--- src/rtl/amstrad_pkg.sv ---
// Shared constants for the Amstrad boot path: ROM page bases, page count and
// the boot loader FSM state encoding.
package amstrad_pkg;

  localparam int PAGE_COUNT = 8;

  // SDRAM 16 KB page bases for ROM pages 0..3 (MF2 at the top); 4..7 reuse them in bank 1
  localparam logic [8:0] PAGE_BASE_0 = 9'h000;
  localparam logic [8:0] PAGE_BASE_1 = 9'h100;
  localparam logic [8:0] PAGE_BASE_2 = 9'h107;
  localparam logic [8:0] PAGE_BASE_3 = 9'h1FF;

  typedef logic [1:0] state_t;

  localparam state_t ST_IDLE      = 2'd0;
  localparam state_t ST_WAIT_SLOT = 2'd1;
  localparam state_t ST_WRITE     = 2'd2;
  localparam state_t ST_DONE      = 2'd3;

endpackage

--- src/rtl/boot_page_map.sv ---
// Maps a download page index to its SDRAM page base and bank; pages past
// PAGE_COUNT are flagged invalid so the caller can drop them.
module boot_page_map
  import amstrad_pkg::*;
(
  input  logic [10:0] p,
  output logic [8:0]  base,
  output logic [1:0]  bank,
  output logic        valid
);

  always_comb begin
    valid = (p < 11'(PAGE_COUNT));
    bank  = {1'b0, p[2]};
    case (p[1:0])
      2'd0:    base = PAGE_BASE_0;
      2'd1:    base = PAGE_BASE_1;
      2'd2:    base = PAGE_BASE_2;
      default: base = PAGE_BASE_3;
    endcase
  end

endmodule

--- src/rtl/boot_loader_ctl.sv ---
// Streams the HPS ROM download into SDRAM one byte per reference slot,
// stalling the stream while a byte waits for and occupies its slot.
module boot_loader_ctl
  import amstrad_pkg::*;
#(
  parameter int SLOT_WAIT_MAX = 31
) (
  input  logic        clk_sys,
  input  logic        reset,
  input  logic        ce_ref,
  input  logic        dl_active,
  input  logic        dl_wr,
  input  logic [24:0] dl_addr,
  input  logic [7:0]  dl_data,
  output logic        dl_wait,
  output logic        mem_we,
  output logic [22:0] mem_addr,
  output logic [1:0]  mem_bank,
  output logic [7:0]  mem_din,
  output logic        busy,
  output logic        done,
  output logic [7:0]  page_seen,
  output logic        overrun_err
);

  localparam int CNT_W = $clog2(SLOT_WAIT_MAX + 1);

  state_t             state;
  logic               act_prev;
  logic               done_pend;
  logic [CNT_W-1:0]   wait_cnt;
  logic [2:0]         page_l;
  logic [8:0]         map_base;
  logic [1:0]         map_bank;
  logic               map_valid;
  logic               rise;
  logic               fall;
  logic               accept;

  boot_page_map u_page_map (
    .p     (dl_addr[24:14]),
    .base  (map_base),
    .bank  (map_bank),
    .valid (map_valid)
  );

  assign rise   = dl_active & ~act_prev;
  assign fall   = ~dl_active & act_prev;
  // A byte arriving on the falling-edge cycle still belongs to the download
  assign accept = dl_wr & (dl_active | act_prev) & map_valid & (state == ST_IDLE);
  assign busy   = (state != ST_IDLE);
  assign done   = (state == ST_DONE);

  always_ff @(posedge clk_sys) begin
    if (reset) begin
      state       <= ST_IDLE;
      act_prev    <= 1'b0;
      done_pend   <= 1'b0;
      wait_cnt    <= '0;
      page_l      <= '0;
      dl_wait     <= 1'b0;
      mem_we      <= 1'b0;
      mem_addr    <= '0;
      mem_bank    <= '0;
      mem_din     <= '0;
      page_seen   <= '0;
      overrun_err <= 1'b0;
    end else begin
      act_prev <= dl_active;
      if (rise) begin
        page_seen   <= '0;
        overrun_err <= 1'b0;
      end
      if (dl_wr && state != ST_IDLE) overrun_err <= 1'b1;
      if (fall && (state != ST_IDLE || accept)) done_pend <= 1'b1;

      case (state)
        ST_IDLE: begin
          if (accept) begin
            state    <= ST_WAIT_SLOT;
            dl_wait  <= 1'b1;
            mem_addr <= {map_base, dl_addr[13:0]};
            mem_bank <= map_bank;
            mem_din  <= dl_data;
            page_l   <= dl_addr[16:14];
            wait_cnt <= '0;
          end else if (fall || done_pend) begin
            state     <= ST_DONE;
            done_pend <= 1'b0;
          end
        end
        ST_WAIT_SLOT: begin
          if (ce_ref) begin
            mem_we <= 1'b1;
            state  <= ST_WRITE;
          end else if (wait_cnt == CNT_W'(SLOT_WAIT_MAX - 1)) begin
            overrun_err <= 1'b1;
          end else begin
            wait_cnt <= wait_cnt + 1'b1;
          end
        end
        ST_WRITE: begin
          // The write occupies one full refresh slot period
          if (ce_ref) begin
            mem_we            <= 1'b0;
            dl_wait           <= 1'b0;
            page_seen[page_l] <= 1'b1;
            state             <= ST_IDLE;
          end
        end
        ST_DONE: state <= ST_IDLE;
        default: state <= ST_IDLE;
      endcase
    end
  end

endmodule

--- config.mk ---
export PLATFORM = sky130hd
export DESIGN_NAME = boot_loader_ctl
export DESIGN_NICKNAME = d
export VERILOG_FILES = /design/src/rtl/amstrad_pkg.sv /design/src/rtl/boot_page_map.sv /design/src/rtl/boot_loader_ctl.sv
export SDC_FILE = /design/constraint.sdc
export NUM_CORES = 1
export LEC_CHECK = 0
export BUFFER_PORTS_ARGS = -buffer_cell sky130_fd_sc_hd__buf_2
export CORE_MARGIN = 2
export CORE_UTILIZATION = 50
export DETAILED_ROUTE_END_ITERATION = 12
export PLACE_DENSITY = 0.81
export SLEW_MARGIN = 20
export SYNTH_ARGS = -nofsm -noshare
export SYNTH_HDL_FRONTEND = slang
export SYNTH_HIERARCHICAL = 1
export SYNTH_SLANG_ARGS = --single-unit
export TNS_END_PERCENT = 20
--- constraint.sdc ---
create_clock -name clk_sys -period 3.9 [get_ports clk_sys]
set_clock_uncertainty 0.05 [all_clocks]
set_input_delay 0.195 -clock clk_sys [delete_from_list [all_inputs] [get_ports clk_sys]]
set_output_delay 0.195 -clock clk_sys [all_outputs]
set_load 0.005 [all_outputs]
==> flow_summary.ini <==
[status]
run_status = finished clean

[pwr]
pwr-share-comb_pct = 5.8
intPower_uw = 745.3
power_uw = 954.1
powerDensity_mw_per_mm2 = 359.0
switching_power_uw = 208.8
p_seq_share_pct = 60.9
leakage_nw = 1.138
vdd_drop_max_uv = 218.2
sw_frac_of_total_pct = 21.88
clkPwrFrac_pct = 33.3

[critical_path]
max_stage_delay_ns = 0.52
reg2reg_slack_ns = 2.09
critPathMaxFanout = 27
cp-startpoint = dl_addr[24]
r2r-end = mem_din[7]
reg2reg_from = state[0]
worstPathRequired_ns = 4.08
timing.critical_path.to = mem_din[7]
path_cells = buf_2 > or4_1 > nor2_1 > o211a_1 > and2_1 > buf_4 > nand2_1 > a21oi_1
slowest_stage = or4_1
cp-end-kind = register
worstSetupPathType = in -> reg
start_kind = primary input
crit_arrival_ns = 2.19
r2r.worst_path.cells = 5

[floorplan]
initial_utilization_pct = 51.28
ioPinCount = 84
die_h_um = 70.37
die-area_mm2 = 0.004951
die_w_um = 70.37
core-area_mm2 = 0.004294
num_rows = 24

[hold_path]
min_from = dl_data[5]
hold_path_class = in -> reg

[timing]
final.setup.tns_ns = 0
max_freq_ghz = 0.4957
setup_violations = 0
min_period_over_period_pct = 51.73
fin_ws_ns = 1.883
slew_viol_final = 0
grt_setup_unrepaired = no
slew_headroom_pct = 38.24
tightest_slew_ns = 0.9263
period_needed_ns = 2.017
hold_violations = 0

[global_route]
grt_pass1_vias = 1754
grt_pass1_wl_mm = 7.790
grt_use_total_pct = 19.57
antenna_found_initial = 0
grt_overflow = 0
grt_max_degree = 55

[clocking]
cts_hold_buf = 0
cts_buffers = 5
h-tree-depth = 2
cts_buffer_depth = 2
cts_tree = yes
cts.sinks = 56
root_buffer = clkbuf_8
cts_resized = 0
cts.clk_slew.worst_paths_ns = 0.09
insertion_delay_ns = 0.30
cts_setup_buffers = 0

[route]
remaining_drc_errors = 0
ant_nets = 0
vias_per_cell = 5.116
num_vias = 1990
dr.pass1.iters = 4
routed_wl_mm = 4.795
wire_per_inst_um = 12.33
drt_iter0_drc = 74

[job]
maxCapViolCount = 0

[final_layout]
layout-area-overhead-vs-synth_pct = 20.68
post_route_cells_drive_above_1_share_pct = 28.49
finalNonFillerCells = 389
antenna_cells = 0
stdcell_area_mm2 = 0.002658
final_nets = 376
fillCellCount = 395

[logic_synthesis]
ys_seq_elements = 56
ys_seq_area_share_pct = 50.91
synth.avg_cell_area_um2 = 8.217
synthCells = 268
synth_area_mm2 = 0.002202
synth_fp_nets = 308
synth_cell_types = 37
synth-warning-count = 6

[place]
gp_congestion = 0.7497
placed_cell_area_mm2 = 0.002567
pre_cts_ws_ns = 1.537
dp_cells = 381
numPortBuffers = 83
dp_hpwl_mm = 3.397
power groups by stage:
stage | combinational (mW) | sequential, mW | clock [mW]
2_1_floorplan | 0.0330 | 0.593 | 0
3_3_place_gp | 0.0547 | 0.594 | 0
3_5_place_dp | 0.0554 | 0.594 | 0
4_1_cts | 0.0559 | 0.581 | 0.325
5_1_grt | 0.0619 | 0.582 | 0.346
6_report | 0.0554 | 0.581 | 0.318
through the flow:
step                util [%]  hold WS, ns
finish                 61.89      0.07030
global route           61.89      0.06028
CTS                    61.89      0.06243
detailed placement     59.79       0.3913
global placement       59.73       0.3862
floorplan                  -       0.2732
critical path: cells and delay by family:
family,cells,cell delay [ns]
compound gates,2,0.38
buf+inv,2,0.45
simple gates,4,1.17
how the worst min path moves through the flow:
stage / end / cells after the start / slack (ns)
after floorplan: act_prev / 1 / 0.27
after global placement: mem_din[4] / 3 / 0.39
after detailed placement: mem_addr[7] / 3 / 0.39
after CTS: mem_din[5] / 3 / 0.06
after global routing: mem_addr[1] / 3 / 0.06
final: mem_din[5] / 3 / 0.07
logic make-up (layout without fill, tap and decap cells):
family,count (synthesis),count (layout),synth area share [%]
AOI/OAI and AO/OA,64,64,17.44
DFF,56,56,50.91
muxes,1,1,0.4546
buffers and inverters,27,96,6.363
adders and majority gates,2,2,1.136
and+or+nand+nor,117,117,23.52
other,1,1,0.1703
layout make-up:
cell class / instances / area [um2] / area share, %
well taps: 52 / 65.06 / 2.448
flip-flops and latches: 56 / 1121 / 42.18
inverters: 4 / 15.01 / 0.5650
clock buffers: 8 / 90.09 / 3.390
multi-input cells: 185 / 943.4 / 35.50
repair buffers: 84 / 422.9 / 15.91
synthesized netlist by cell type (all sizes together):
master / count / area, um2
a21boi: 2 / 15.01
o211ai: 1 / 7.510
nor3b: 2 / 26.28
and2: 3 / 18.77
clkbuf: 8 / 30.03
mux2i: 1 / 10.01
a22oi: 7 / 57.55
a21oi: 41 / 205.2
nor3: 2 / 10.01
nor2b: 5 / 31.28
conb: 1 / 3.750
inv: 4 / 15.01
a311oi: 1 / 8.760
and4: 1 / 8.760
ha: 2 / 25.02
nand2b: 1 / 6.260
a222oi: 1 / 10.01
nand3: 3 / 15.01
or4b: 1 / 10.01
dfxtp: 56 / 1121
or2: 1 / 6.260
nand4: 1 / 6.260
nor2: 14 / 55.06
a2111oi: 1 / 8.760
nand2: 79 / 296.5
buf: 15 / 95.09
a32oi: 2 / 17.52
a221oi: 1 / 8.760
o21ai: 5 / 25.02
or3: 2 / 12.51
o211a: 1 / 10.01
o21ba: 1 / 10.01
or4: 2 / 15.01
per-layer routing:
layer / vias up / global-route usage [%] / share of wire, %
li1: 1019 / - / -
met1: 914 / 23.91 / 42
met2: 52 / 32.91 / 51
met3: 5 / 4.618 / 5.6
met4: 0 / 8.120 / 1.6
met5: - / 0 / 0
sequential cells by signal (all words and copies together) (netlist names):
signal       cells
wait_cnt         5
mem_addr        23
page_seen        8
mem_din          8
mem_bank         2
state            2
page_l           3
act_prev         1
done_pend        1
dl_wait          1
mem_we           1
overrun_err      1
placed cells by master, fill, tap and decap left out, types with 2 or more instances in the layout:
cell,count
nand2_1,78
dfxtp_1,56
clkbuf_1,2
clkbuf_8,6
and2_1,3
a21boi_1,2
o21ai_0,5
a32oi_1,2
nor2_1,13
nand3_1,3
or4_1,2
buf_2,83
a22oi_1,6
or3_1,2
nor2b_1,5
nor3_1,2
ha_1,2
inv_1,4
a21oi_1,41
(Power assumes the default switching activity.)
